$ cat src/rtl/me_control.sv
// Control block for a 4x4 full-search motion estimator. It walks 25 candidates
// over an 8x8 search window, drives the memory addresses and keeps the best SAD.
module me_control (
  input  logic       clock,
  input  logic       reset_n,
  input  logic       start,
  input  logic [7:0] Accumulate,
  output logic [3:0] AddressR,
  output logic [4:0] AddressS1,
  output logic [4:0] AddressS2,
  output logic       s1s2mux,
  output logic       newDist,
  output logic       busy,
  output logic       done,
  output logic [7:0] BestDist,
  output logic [2:0] BestX,
  output logic [2:0] BestY
);

  typedef enum logic [1:0] {IDLE, COMPUTE, DRAIN, DONE} state_t;

  state_t      state_reg;
  logic [8:0]  cnt_reg;
  logic [3:0]  pix_reg;
  logic [2:0]  dx_reg;
  logic [2:0]  dy_reg;
  logic        cmp_valid_reg;
  logic [2:0]  cmp_x_reg;
  logic [2:0]  cmp_y_reg;

  logic [3:0]  pix_next;
  logic [2:0]  dx_next;
  logic [2:0]  dy_next;
  logic [2:0]  row_next;
  logic [2:0]  col_next;

  // Next pixel to present; leaving IDLE always restarts at pixel 0 of candidate 0.
  always_comb begin
    pix_next = pix_reg + 4'd1;
    dx_next  = dx_reg;
    dy_next  = dy_reg;
    if (pix_reg == 4'd15) begin
      if (dx_reg == 3'd4) begin
        dx_next = 3'd0;
        dy_next = dy_reg + 3'd1;
      end else begin
        dx_next = dx_reg + 3'd1;
      end
    end
    if (state_reg == IDLE) begin
      pix_next = 4'd0;
      dx_next  = 3'd0;
      dy_next  = 3'd0;
    end
    row_next = dy_next + {1'b0, pix_next[3:2]};
    col_next = dx_next + {1'b0, pix_next[1:0]};
  end

  always_ff @(posedge clock or negedge reset_n) begin
    if (!reset_n) begin
      state_reg     <= IDLE;
      cnt_reg       <= 9'd0;
      pix_reg       <= 4'd0;
      dx_reg        <= 3'd0;
      dy_reg        <= 3'd0;
      cmp_valid_reg <= 1'b0;
      cmp_x_reg     <= 3'd0;
      cmp_y_reg     <= 3'd0;
      AddressR      <= 4'd0;
      AddressS1     <= 5'd0;
      AddressS2     <= 5'd0;
      s1s2mux       <= 1'b0;
      newDist       <= 1'b0;
      busy          <= 1'b0;
      done          <= 1'b0;
      BestDist      <= 8'hFF;
      BestX         <= 3'd0;
      BestY         <= 3'd0;
    end else begin
      // Flag goes up the edge after pixel 15 is presented; pe needs one more edge.
      cmp_valid_reg <= (state_reg == COMPUTE) && (pix_reg == 4'd15);
      cmp_x_reg     <= dx_reg;
      cmp_y_reg     <= dy_reg;

      if (cmp_valid_reg &&
          (((cmp_x_reg == 3'd0) && (cmp_y_reg == 3'd0)) || (Accumulate < BestDist))) begin
        BestDist <= Accumulate;
        BestX    <= cmp_x_reg;
        BestY    <= cmp_y_reg;
      end

      case (state_reg)
        IDLE: begin
          if (start) begin
            state_reg <= COMPUTE;
            busy      <= 1'b1;
            cnt_reg   <= 9'd1;
            pix_reg   <= pix_next;
            dx_reg    <= dx_next;
            dy_reg    <= dy_next;
            AddressR  <= pix_next;
            AddressS1 <= {row_next, col_next[1:0]};
            AddressS2 <= {row_next, col_next[1:0]};
            s1s2mux   <= ~col_next[2];
            newDist   <= (pix_next == 4'd0);
            BestDist  <= 8'hFF;
            BestX     <= 3'd0;
            BestY     <= 3'd0;
          end
        end
        COMPUTE: begin
          if (cnt_reg == 9'd400) begin
            state_reg <= DRAIN;
            AddressR  <= 4'd0;
            AddressS1 <= 5'd0;
            AddressS2 <= 5'd0;
            s1s2mux   <= 1'b0;
            newDist   <= 1'b0;
          end else begin
            cnt_reg   <= cnt_reg + 9'd1;
            pix_reg   <= pix_next;
            dx_reg    <= dx_next;
            dy_reg    <= dy_next;
            AddressR  <= pix_next;
            AddressS1 <= {row_next, col_next[1:0]};
            AddressS2 <= {row_next, col_next[1:0]};
            s1s2mux   <= ~col_next[2];
            newDist   <= (pix_next == 4'd0);
          end
        end
        DRAIN: begin
          state_reg <= DONE;
          busy      <= 1'b0;
          done      <= 1'b1;
        end
        DONE: begin
          state_reg <= IDLE;
          done      <= 1'b0;
        end
        default: state_reg <= IDLE;
      endcase
    end
  end

endmodule

$ cat config.mk
export PLATFORM = sky130hd
export DESIGN_NAME = me_control
export DESIGN_NICKNAME = d
export VERILOG_FILES = /design/src/rtl/me_control.sv
export SDC_FILE = /design/constraint.sdc
export NUM_CORES = 1
export LEC_CHECK = 0
export BUFFER_PORTS_ARGS = -buffer_cell sky130_fd_sc_hd__buf_2
export CAP_MARGIN = 10
export CORE_MARGIN = 3
export CORE_UTILIZATION = 50
export CTS_BUF_LIST = sky130_fd_sc_hd__clkbuf_8
export DETAILED_ROUTE_END_ITERATION = 7
export GPL_TIMING_DRIVEN = 0
export PLACE_DENSITY_LB_ADDON = 0.3
export SLEW_MARGIN = 20
export SYNTH_ARGS = -nofsm -noshare
export SYNTH_HDL_FRONTEND = slang
export SYNTH_SLANG_ARGS = --single-unit
$ cat constraint.sdc
create_clock -name clock -period 3.4 [get_ports clock]
set_clock_uncertainty 0.15 [all_clocks]
set_input_delay 0.17 -clock clock [delete_from_list [all_inputs] [get_ports clock]]
set_output_delay 0.17 -clock clock [all_outputs]
set_load 0.005 [all_outputs]
# Word-level counts from Yosys, hierarchy flattened
# Index checks and enable logic that the tools add are counted.
classes:
  n_addsub: 6
  n_bitwise: 1
  n_eq_ne: 9
  n_reduce_logical: 15
  n_lt_le_gt_ge: 1
  n_mux: 45
ops:
  columns: ["operator", "n"]
  rows:
  - ["2-to-1 mux 3 bit", 16]
  - ["2-to-1 mux 8 bit", 3]
  - ["2-to-1 mux 9 bit", 2]
  - ["one-hot mux 9 bit (2 select lines)", 1]
  - ["2-to-1 mux 4 bit", 4]
  - ["one-hot mux 4 bit (2 select lines)", 2]
  - ["one-hot mux 3 bit (2 select lines)", 2]
  - ["2-to-1 mux 5 bit", 2]
  - ["one-hot mux 5 bit (2 select lines)", 1]
  - ["adder 9 x 1 -> 9 bit, second input constant", 1]
  - ["== test 9 bit, second input constant", 1]
  - ["less-than comparator 8 bit", 1]
  - ["one-hot mux 1 bit (2 select lines)", 4]
  - ["one-hot mux 2 bit (4 select lines)", 1]
  - ["adder 3 x 1 -> 3 bit, second input constant", 2]
  - ["adder 3 x 2 -> 3 bit", 2]
  - ["logical NOT 3 bit", 2]
  - ["AND reduction 2 bit", 3]
  - ["nonzero test 2 bit", 3]
  - ["2-to-1 mux 1 bit", 5]
  - ["adder 4 x 1 -> 4 bit, second input constant", 1]
  - ["== test 2 bit, second input constant", 2]
  - ["== test 4 bit, second input constant", 1]
  - ["logical NOT 4 bit", 1]
  - ["other kinds (10)", 14]
totals:
  wordCells: 94
  out_inout_bits: 32
  ff_bits: 55

# Longest topological paths before layout
# Gate-level depths: netlist of run 1.
depth:
  depth_word: 8
  mapped_depth: 12
  mapped_depth_nobuf: 10

# Worst setup path after synthesis of run 1
# Ideal clock, no wire load.
synth_path:
  kind: "flip-flop to flip-flop"
  startpoint: "register pix_reg[0]"
  endpoint: "register AddressS2[4]"
  path_slack_ns: 0.916
  period_less_slack_ns: 2.484
  arrival_ns: 2.210
  path_stages_with_launch: 13
  path_buffers: 2
  setup_time_ns: 0.123
  cell_sequence: "dfrtp_1 > ha_1 > and3_1 > buf_2 > and3_1 > clkbuf_1 > xnor2_1 > nor2_1 > ha_1 > inv_1 > fa_1 > xnor2_1 > o21ai_1"
synth_between:
  elab_chain_len: 6
  elab_cells_between_ends: 9
synth_lines:
  columns: ["item", "line", "source"]
  rows:
  - ["from (decl)", "24", "logic [3:0] pix_reg;"]
  - ["from (signal assigned)", "98", "pix_reg <= pix_next;"]
  - ["from (signal assigned)", "121", "pix_reg <= pix_next;"]
  - ["== test 4 bit *", "42", "if (pix_reg == 4'd15) begin"]
  - ["2-to-1 mux 3 bit *", "42", null]
  - ["2-to-1 mux 3 bit *", "50", "if (state_reg == IDLE) begin"]
  - ["named net dy_next[0]", "33", "logic [2:0] dy_next;"]
  - ["adder 3 x 2 -> 3 bit *", "55", "row_next = dy_next + {1'b0, pix_next[3:2]};"]
  - ["2-to-1 mux 5 bit, on equally long branches", "112, 94", null]
  - ["one-hot mux 5 bit (2 select lines) *", "92", "case (state_reg)"]
  - ["to (signal assigned)", "103", "AddressS2 <= {row_next, col_next[1:0]};"]
  - ["to (signal assigned)", "126", "AddressS2 <= {row_next, col_next[1:0]};"]
  - ["to (decl)", "10", "output logic [4:0] AddressS2,"]
# Mark *: on every way through the listed nets, which the timed path passes. The rest lies on a longest branch. The select of a mux whose other input is x is not followed.
# A chain may end at the register's enable or synchronous reset.

# Worst setup path in the final report of run 1
layout_path:
  startpoint: "register pix_reg[0]"
  endpoint: "register s1s2mux"
layout_between:
  elab_chain_len: 7
  elab_cells_between_ends: 10
layout_lines:
  columns: ["item", "line", "source"]
  rows:
  - ["== test 4 bit *", "42", null]
  - ["2-to-1 mux 3 bit *", "42", null]
  - ["2-to-1 mux 3 bit *", "50", null]
  - ["named net dx_next[0]", "32", "logic [2:0] dx_next;"]
  - ["adder 3 x 2 -> 3 bit *", "56", "col_next = dx_next + {1'b0, pix_next[1:0]};"]
  - ["inverter 1 bit *", "104, 127", null]
  - ["2-to-1 mux 1 bit, on equally long branches", "112, 94", null]
  - ["one-hot mux 1 bit (2 select lines) *", "92", null]
  - ["to (signal assigned)", "104", "s1s2mux <= ~col_next[2];"]
  - ["to (signal assigned)", "127", "s1s2mux <= ~col_next[2];"]
  - ["to (decl)", "11", "output logic s1s2mux,"]
# Marks and branches as above.

==> results of run 1 <==
metal layers:
layer | part of all wire [%] | up-vias | track usage (%)
met4 | 1.1 | 0 | 6.86
met2 | 47 | 35 | 30.4
met3 | 3.6 | 5 | 3.58
met5 | 0 | - | 0
met1 | 48 | 1081 | 24.9
li1 | - | 1140 | -
cell type report:
class / instances / area [um^2] / area share, %
timing repair buffer: 50 / 293 / 8.61
clock buffer: 5 / 68.8 / 2.02
buffer: 18 / 97.6 / 2.87
multi-input combinational: 207 / 1380 / 40.6
inverter: 18 / 67.6 / 1.99
sequential: 55 / 1390 / 40.8
tap: 72 / 90.1 / 2.65
clock inverter: 3 / 17.5 / 0.515
power groups by stage:
stage	sequential, mW	combinational [mW]	clock (mW)
after floorplan	0.911	0.654	0
after global placement	0.917	0.920	0
after detailed placement	0.922	0.930	0
after CTS	0.911	0.943	0.374
after global routing	0.935	1.08	0.399
final	0.910	0.934	0.359
cells in the mapped netlist (2+ instances only):
library cell | n | share of area (%)
and4_1 | 2 | 0.60
xnor2_1 | 5 | 1.5
and3_1 | 4 | 0.85
ha_1 | 19 | 8.1
o211ai_1 | 6 | 1.5
or3_1 | 3 | 0.64
nor2b_1 | 3 | 0.64
xor2_1 | 6 | 1.8
a21oi_1 | 8 | 1.4
o21ai_1 | 29 | 4.9
dfstp_2 | 8 | 7.2
mux2i_1 | 3 | 1.0
nand3_1 | 21 | 3.6
clkbuf_1 | 8 | 1.0
a22o_1 | 3 | 0.90
nand2_1 | 42 | 5.4
buf_2 | 3 | 0.51
fa_1 | 2 | 1.4
inv_1 | 18 | 2.3
nand4_1 | 2 | 0.43
nor2_1 | 18 | 2.3
buf_4 | 7 | 1.8
dfrtp_1 | 47 | 40
a21o_1 | 4 | 1.0
nor3_1 | 3 | 0.51
timing repair:
item,CTS,global route
hold buffers,8,0
setup buffers,0,0
hold endpoints to repair,54,0
layout by cell type (no fill, tap or decap), drive strengths merged, types with 4 or more instances in the layout:
cell / netlist / routed
a21o: 4 / 4
a21oi: 8 / 8
and3: 4 / 4
buf: 10 / 52
clkbuf: 8 / 13
dfrtp: 47 / 47
dfstp: 8 / 8
dlygate4sd3: 0 / 8
ha: 19 / 19
inv: 18 / 19
nand2: 43 / 43
nand3: 21 / 21
nor2: 18 / 18
o211ai: 6 / 6
o21ai: 30 / 30
or3: 4 / 4
xnor2: 5 / 5
xor2: 6 / 6
worst paths after layout:
check                                  startpoint                      to  cells after the start
max                        pix_reg[0]$_DFFE_PN0P_     s1s2mux$_DFFE_PN0P_                     11
min                                 Accumulate[7]   BestDist[7]$_DFF_PN1_                      3
max reg2reg                pix_reg[0]$_DFFE_PN0P_     s1s2mux$_DFFE_PN0P_                     11
min reg2reg                 dy_reg[1]$_DFFE_PN0P_  cmp_y_reg[1]$_DFF_PN0_                      0
max in group asynchronous                 reset_n  cnt_reg[4]$_DFFE_PN0P_                      2
min in group asynchronous                 reset_n      BestY[2]$_DFF_PN0_                      2
critical path: stages (launching register included):
cell and delay (ns):
dfrtp_1 0.44, ha_1 0.25, and3_1 0.18, buf_2 0.15, and3_1 0.18, clkbuf_1 0.15, nor3_1 0.23, ha_1 0.19
inv_1 0.06, fa_1 0.37, xnor2_1 0.18, o21ai_1 0.07
logic make-up (layout without fill, tap and decap cells):
logic type / after synthesis / after routing
XOR/XNOR: 11 / 11
flip-flops: 55 / 55
multiplexers: 3 / 3
AND/OR/NAND/NOR: 109 / 109
adder cells (fa/ha/maj): 21 / 21
AO/OA/AOI/OAI: 63 / 63
buffers and inverters: 36 / 94
==> flow_summary_export.csv, run 1 <==
group,metric,value,unit
run_status,status,"complete, no violations",
synthesis,synth_cell_types,49,
route,first_pass_iters,4,
setup_path,path_class,"register to register",
synthesis,synthArstFlopShare,100,%
power,peakVddDrop,389,uV
clock_tree,cts-buffers-inserted,5,
place,dp_slack,0.715,ns
timing,setup_ws,0.680,ns
timing,layout_min_cycle_time,2.72,ns
place,dp_hpwl,4180,um
synthesis,synth_nets,330,
synthesis,yosys_register_bits,55,
floorplan,io_pins,43,
setup_path,crit_arrival,2.78,ns
synthesis,synth_edf_count,0,
timing,finalCritPeriodShare,80.0,%
grt,grt_pass1_wl,9830,um
route,drt_iter0_drc,78,
synthesis,ys.flop_type,"dfrtp_1",
timing,rsz0062_at_grt,"no",
final_layout,design_area,3400,um^2
synthesis,yosysWarningCount,0,
place,placed_cell_area,3240,um^2
clock_tree,cts_tree,"built",
timing,setup_tns,0,ns
final_layout,area_growth,16.0,%
grt,antenna_found_initial,0,
route,wire_per_inst,13.8,um
route,drc,0,
final_layout,num-fill-cells,496,
route,ant_nets,0,
route,drt_wl_total,5920,um
setup_path,crit_required,3.46,ns
floorplan,rows,27,
power,p_per_area,648,nW/um^2
synthesis,synth_top_family_by_area,"simple AND/OR/NAND/NOR gates",
setup_path,crit_fanout,7,
timing,hold_viol_final,0,
clock_tree,cts_max_level,2,
synthesis,syn_area,2930,um^2
grt,grt_max_degree,56,
setup_path,worst_setup_path_end_kind,"register",
synthesis,synth.mux.area_fraction,1.02,%
timing,fmax,0.368,GHz
place,port_buffers,42,
clock_tree,post_cts_resized,0,
timing,worst_pin_slew,0.695,ns
final_layout,diodes,0,
clock_tree,clk_pin_slew,0.10,ns
timing,slew_violations,0,
power,power_frac_comb,42.4,%
place,routabilityCongestion,0.859,
power,seqPwrFrac,41.3,%
clock_tree,cts_root_buffer,"clkbuf_8",
place,dp_cells,412,
power,p_leak,1.68,nW
timing,setup_viol,0,
final_layout,final_cells,428,
timing,worst_slew_margin_rel,53.6,%
grt,overflow,0,
final_layout,drive_gt1_share,21.3,%
synthesis,synth_fa_ha_area_share,9.47,%
power,clkPwrFrac,16.3,%
route,viasPerCell,5.28,
job,maxCapViolCount,0,
power,intPower,1.33,mW
power,p_sw_share,39.5,%
final_layout,utilization,60.7,%
synthesis,synth_xor_xnor_area_share,3.28,%
grt,grt_pass1_vias,2139,
clock_tree,clockBufferDepth,2,
setup_path,reg2reg_slack,0.68,ns
setup_path,cp-start-kind,"register",
final_layout,largest_reg_flops,9,
grt,track_usage,18.8,%
min_path,hold_path.class,"input port to register",
synthesis,synthSimpleGateAreaFrac,18.3,%
timing,holdWs,0.0406,ns
route,vias,2261,
synthesis,synthCells,298,
power,switchingPower,0.871,mW
floorplan,die-area,6820,um^2
floorplan,coreArea,5610,um^2
floorplan,fp.dieH,82.6,um
synthesis,ys_seq_area_share,47.3,%
clock_tree,clkLatencyLatePin,0.31,ns
synthesis,synth_compound_area_share,15.0,%
synthesis,syn_area_per_cell,9.84,um^2
power,finalPower,2.20,mW
final_layout,nets,387,
floorplan,fp.dieW,82.6,um
floorplan,initial_core_util,52.3,%
clock_tree,clock-sinks,55,
Power figures use the tool's default switching activity.
==> run 2: changes to the inputs <==
Settings changed: ABC_AREA set to 1.
Clock period 3.4 ns to 2.5 ns, I/O delays scaled along.
==> run 2 against run 1 <==
Effect of this change: non-clock buffer count rose by 5; cell count rose by 12%; register-to-register slack got worse by 0.49 ns; clock power rose by 92%; critical path depth rose by 2; first-iteration DRC count rose by 6.4%; global-route usage rose by 0.27 points; critical path type unchanged; largest power group unchanged; highest routed layer unchanged.
==> flow_summary_export.csv, run 2 <==
group,metric,value,unit
final_layout,largest_reg_flops,9,
clock_tree,clock-sinks,55,
timing,fmax,0.433,GHz
synthesis,ys_seq_area_share,47.4,%
timing,setup_tns,0,ns
clock_tree,cts_tree,"built",
final_layout,diodes,0,
power,p_leak,1.85,nW
timing,worst_pin_slew,0.681,ns
timing,layout_min_cycle_time,2.31,ns
setup_path,crit_required,2.55,ns
clock_tree,cts_max_level,2,
final_layout,layout_common_cells,"nand2_1 (74), dfrtp_1 (47), buf_2 (45)",
min_path,hold_path.class,"input port to asynchronous set/reset pin",
floorplan,fp.dieH,82.5,um
synthesis,syn_area,2930,um^2
place,port_buffers,42,
final_layout,nets,437,
clock_tree,cts-buffers-inserted,5,
place,dp_hpwl,4130,um
floorplan,rows,27,
timing,finalCritPeriodShare,92.4,%
grt,busiest_layer,"met2",
setup_path,cp-start-kind,"register",
floorplan,die-area,6810,um^2
synthesis,syn_area_per_cell,8.61,um^2
final_layout,utilization,63.1,%
final_layout,final_common_cell,"nand2_1",
route,ant_nets,0,
timing,setup_viol,0,
floorplan,fp.dieW,82.5,um
synthesis,synth_top_area_share,40.2,%
grt,grt_use_met2,32.0,%
route,vias,2402,
synthesis,synth.most_common_cell,"nand2_1",
job,maxCapViolCount,0,
grt,met1_usage,24.4,%
synthesis,synth_nets,372,
power,p_per_area,937,nW/um^2
route,drt_iter0_drc,83,
place,placed_cell_area,3230,um^2
synthesis,yosysTopAreaCell,"dfrtp_1",
synthesis,yosys_register_bits,55,
synthesis,synth_cell_types,32,
synthesis,synthCells,340,
place,dp_slack,0.0678,ns
timing,setup_ws,0.190,ns
clock_tree,clockBufferDepth,2,
synthesis,synthArstFlopShare,100,%
timing,worst_slew_margin_rel,54.6,%
clock_tree,cts_root_buffer,"clkbuf_8",
final_layout,area_growth,20.2,%
setup_path,worst_setup_path_end_kind,"register",
grt,antenna_found_initial,0,
place,routabilityCongestion,0.780,
place,dp_cells,454,
final_layout,design_area,3520,um^2
synthesis,synth_edf_count,0,
setup_path,crit_fanout,8,
power,finalPower,3.30,mW
route,wire_per_inst,12.4,um
floorplan,io_pins,43,
timing,slew_violations,0,
floorplan,initial_core_util,52.5,%
synthesis,ys.flop_type,"dfrtp_1",
setup_path,path_class,"register to register",
timing,hold_viol_final,0,
run_status,status,"complete, no violations",
timing,holdWs,0.243,ns
route,first_pass_iters,4,
route,viasPerCell,5.03,
final_layout,num-fill-cells,486,
final_layout,drive_gt1_share,22.7,%
setup_path,crit_arrival,2.36,ns
clock_tree,clkLatencyLatePin,0.31,ns
grt,overflow,0,
floorplan,coreArea,5570,um^2
synthesis,yosysWarningCount,0,
grt,grt_max_degree,56,
synthesis,synth_commonest_cells,"nand2_1 (74), dfrtp_1 (47), inv_1 (41), nand3_1 (30), nor2_1 (24)",
grt,grtUsageMet3,3.80,%
grt,track_usage,19.0,%
synthesis,synth.area.top_cells,"dfrtp_1 (40%), nand2_1 (9.5%), ha_1 (8.1%), dfstp_2 (7.2%), inv_1 (5.3%)",
grt,grt_pass1_wl,10100,um
route,drc,0,
route,drt_wl_total,5940,um
grt,grt_pass1_vias,2354,
clock_tree,clk_pin_slew,0.10,ns
power,peakVddDrop,691,uV
final_layout,final_cells,478,
## run 2: cell types whose count changed after synthesis, moves of 9 or more
cell and delta:
inv_1 +23, nand2_1 +32, nand3_1 +9, o21ai_0 +20, o21ai_1 -23
## run 2: layout make-up
| type | instances | area (um^2) | area share, % |
|---|---|---|---|
| flip-flops and latches | 55 | 1390 | 39.4 |
| multi-input cells | 225 | 1280 | 36.4 |
| plain buffers | 15 | 95.1 | 2.70 |
| inverters | 45 | 173 | 4.91 |
| repair buffers | 58 | 358 | 10.2 |
| well taps | 72 | 90.1 | 2.56 |
| clock inverters | 3 | 67.6 | 1.92 |
| clock buffers | 5 | 68.8 | 1.96 |
## run 2: critical path: stages, from the launching register on
cell	delay [ns]
dfrtp_1	0.39
inv_1	0.09
ha_1	0.20
buf_4	0.17
clkinvlp_4	0.10
nand2_1	0.08
nor2_1	0.19
ha_1	0.17
inv_1	0.05
fa_1	0.36
inv_1	0.08
nand2_1	0.05
nand2_1	0.05
o21ai_0	0.06
## run 2: metal layers
metal / routed length, um / vias to the layer above
li1: - / 1219
met1: 2740 / 1128
met2: 2850 / 48
met3: 281 / 7
met4: 72 / 0
met5: 0 / -
## run 2: final timing paths
path                                           to                      from  depth (start not counted)  slack [ns]
min in group clock         cmp_x_reg[1]$_DFF_PN0_     dx_reg[1]$_DFFE_PN0P_                          0        0.27
min reg2reg                cmp_x_reg[1]$_DFF_PN0_     dx_reg[1]$_DFFE_PN0P_                          0        0.27
min                        cnt_reg[3]$_DFFE_PN0P_                   reset_n                          2        0.24
max                           s1s2mux$_DFFE_PN0P_  state_reg[0]$_DFFE_PN0P_                         13        0.19
max in group asynchronous  pix_reg[3]$_DFFE_PN0P_                   reset_n                          2        1.51
max reg2reg                   s1s2mux$_DFFE_PN0P_  state_reg[0]$_DFFE_PN0P_                         13        0.19
## run 2: cell families (layout without fill, tap and decap cells)
| group | count (synthesis) | after routing | share of synthesized area, % |
|---|---|---|---|
| xor gates and xnor gates | 6 | 6 | 1.80 |
| adders and majority gates | 21 | 21 | 9.49 |
| and+or+nand+nor | 146 | 146 | 21.9 |
| DFF | 55 | 55 | 47.4 |
| AOI/OAI and AO/OA | 52 | 52 | 10.4 |
| buffers and inverters | 60 | 126 | 9.02 |
## run 2: report_power, final
| group | internal, mW | switching [mW] | total, mW |
|---|---|---|---|
| combinational | 0.550 | 0.801 | 1.35 |
| clock | 0.399 | 0.290 | 0.689 |
| sequential | 1.10 | 0.150 | 1.25 |
## run 2: repair_timing
item	CTS	global route
endpoints found under the hold margin	56	0
resized for setup	0	2
buffers inserted	0	6
hold buffers	10	0
setup endpoints to repair	0	4
==> run 3: changes to the inputs <==
Settings changed: CORE_MARGIN 3 to 4.
==> run 3 against run 2 <==
Effect of this change: setup slack worse by 0.021 ns; utilization down 2.2 points; critical path depth fell by 1; die area rose by 4.9%; via count is 1.5% lower; combinational power down 5%; fmax down 0.88%; sequential power about the same; total power shrank 8.2%; wire length increased by 0.69%; largest cell class unchanged; highest routed layer unchanged.
==> flow_summary_export.csv, run 3 (same netlist as run 2, synthesis figures left out) <==
group,metric,value,unit
timing,hold_viol_final,0,
final_layout,largest_reg_flops,9,
grt,busiest_layer,"met2",
grt,track_usage,17.8,%
clock_tree,clkLatencyLatePin,0.31,ns
floorplan,initial_core_util,52.2,%
setup_path,crit_arrival,2.42,ns
route,ant_nets,0,
final_layout,final_common_cell,"nand2_1",
grt,grt_max_degree,56,
route,wire_per_inst,12.7,um
route,drt_iter0_drc,81,
place,port_buffers,42,
timing,worst_slew_margin_rel,53.4,%
timing,setup_tns,0,ns
timing,rsz0062_at_grt,"no",
power,p_leak,1.80,nW
final_layout,diodes,0,
run_status,status,"complete, no violations",
setup_path,ff2ff_path_depth,12,
grt,antenna_found_initial,0,
place,routabilityCongestion,0.777,
clock_tree,cts-buffers-inserted,5,
timing,slew_violations,0,
clock_tree,cts_tree,"built",
power,p_per_area,886,nW/um^2
floorplan,rows,27,
grt,grt_pass1_vias,2337,
final_layout,drive_gt1_share,21.6,%
place,dp_hpwl,4260,um
final_layout,area_growth,16.6,%
setup_path,crit_fanout,8,
setup_path,crit_required,2.59,ns
min_path,worstHoldPathCells,4,
setup_path,path_class,"register to register",
timing,finalCritPeriodShare,93.2,%
timing,layout_min_cycle_time,2.33,ns
grt,overflow,0,
floorplan,fp.dieH,84.5,um
route,vias,2366,
floorplan,die-area,7140,um^2
clock_tree,cts_root_buffer,"clkbuf_8",
floorplan,coreArea,5610,um^2
clock_tree,clk_pin_slew,0.10,ns
floorplan,io_pins,43,
floorplan,fp.dieW,84.5,um
setup_path,worst_setup_path_end_kind,"register",
route,viasPerCell,5.02,
clock_tree,cts_setup_buffers,0,
job,maxCapViolCount,0,
power,peakVddDrop,646,uV
final_layout,layout_common_cells,"nand2_1 (74), dfrtp_1 (47), buf_2 (45)",
route,first_pass_iters,4,
setup_path,cp-start-kind,"register",
clock_tree,cts_max_level,2,
grt,grt_pass1_wl,10400,um
final_layout,nets,430,
route,drc,0,
timing,worst_pin_slew,0.699,ns
grt,grt_use_met2,31.2,%
grt,grtUsageMet3,2.75,%
power,finalPower,3.03,mW
timing,setup_viol,0,
clock_tree,clock-sinks,55,
min_path,hold_path.class,"input port to register",
clock_tree,clockBufferDepth,2,
grt,met1_usage,22.4,%
timing,fmax,0.429,GHz
route,drt_wl_total,5990,um
## run 3: cell count changes in the layout (fill, tap and decap cells not counted), sizes merged
cell	previous run	this run
buf	60	54
bufinv	2	0
clkinv	0	1
dlygate4sd3	10	9
inv	44	45
## run 3: layout make-up
| class | count | area (um^2) |
|---|---|---|
| multi-input cells | 225 | 1280 |
| inverters | 45 | 173 |
| flip-flops and latches | 55 | 1390 |
| clock buffers | 5 | 68.8 |
| plain buffers | 15 | 95.1 |
| clock inverters | 3 | 16.3 |
| well taps | 72 | 90.1 |
| repair buffers | 51 | 303 |
| fillers | 522 | 2190 |
## run 3: through the flow
| stage | std cells | hold slack (ns) | worst slack [ns] | util [%] | area [um^2] |
|---|---|---|---|---|---|
| after floorplan | 340 | -0.321 | 0.342 | - | 2930 |
| after global placement | 454 | 0.236 | 0.119 | 57.5 | 3230 |
| after detailed placement | 454 | 0.0741 | 0.0704 | 57.6 | 3230 |
| after CTS | 471 | 0.00871 | 0.0510 | 60.7 | 3400 |
| after global routing | 471 | 0.0773 | 0.0434 | 60.9 | 3410 |
| final | 471 | 0.00807 | 0.170 | 60.9 | 3410 |
## run 3: metal layers
metal | vias up | wire length [um]
met2 | 47 | 2930
met5 | - | 0
li1 | 1204 | -
met4 | 0 | 83
met3 | 10 | 191
met1 | 1105 | 2780
## run 3: critical path: stages (launching register included)
cell	delay (ns)
dfrtp_1	0.39
inv_1	0.09
ha_1	0.18
buf_4	0.17
clkinvlp_4	0.14
o21ai_0	0.10
a21oi_1	0.20
ha_1	0.19
inv_1	0.05
fa_1	0.37
nand2_1	0.08
nand2_1	0.04
o21ai_1	0.11
## run 3: final timing paths
check | start | endpoint | slack, ns
max reg2reg | state_reg[1]$_DFFE_PN0P_ | AddressS2[4]$_DFFE_PN0P_ | 0.17
min | start | busy$_DFFE_PN0P_ | 0.008
max in group asynchronous | reset_n | cnt_reg[6]$_DFFE_PN0P_ | 1.48
min in group asynchronous | reset_n | cnt_reg[4]$_DFFE_PN0P_ | 0.24
max | state_reg[1]$_DFFE_PN0P_ | AddressS2[4]$_DFFE_PN0P_ | 0.17
min reg2reg | dx_reg[1]$_DFFE_PN0P_ | cmp_x_reg[1]$_DFF_PN0_ | 0.27
## run 3: timing repair
action	4_1_cts	5_1_grt
gates resized for setup	0	4
hold buffers	9	0
endpoints found under the hold margin	55	0
endpoints found under the setup margin	0	3
## run 3: power breakdown
part           total, mW  switching [mW]  internal (mW)
clock              0.482           0.289          0.193
sequential          1.26           0.155           1.10
combinational       1.28           0.788          0.497
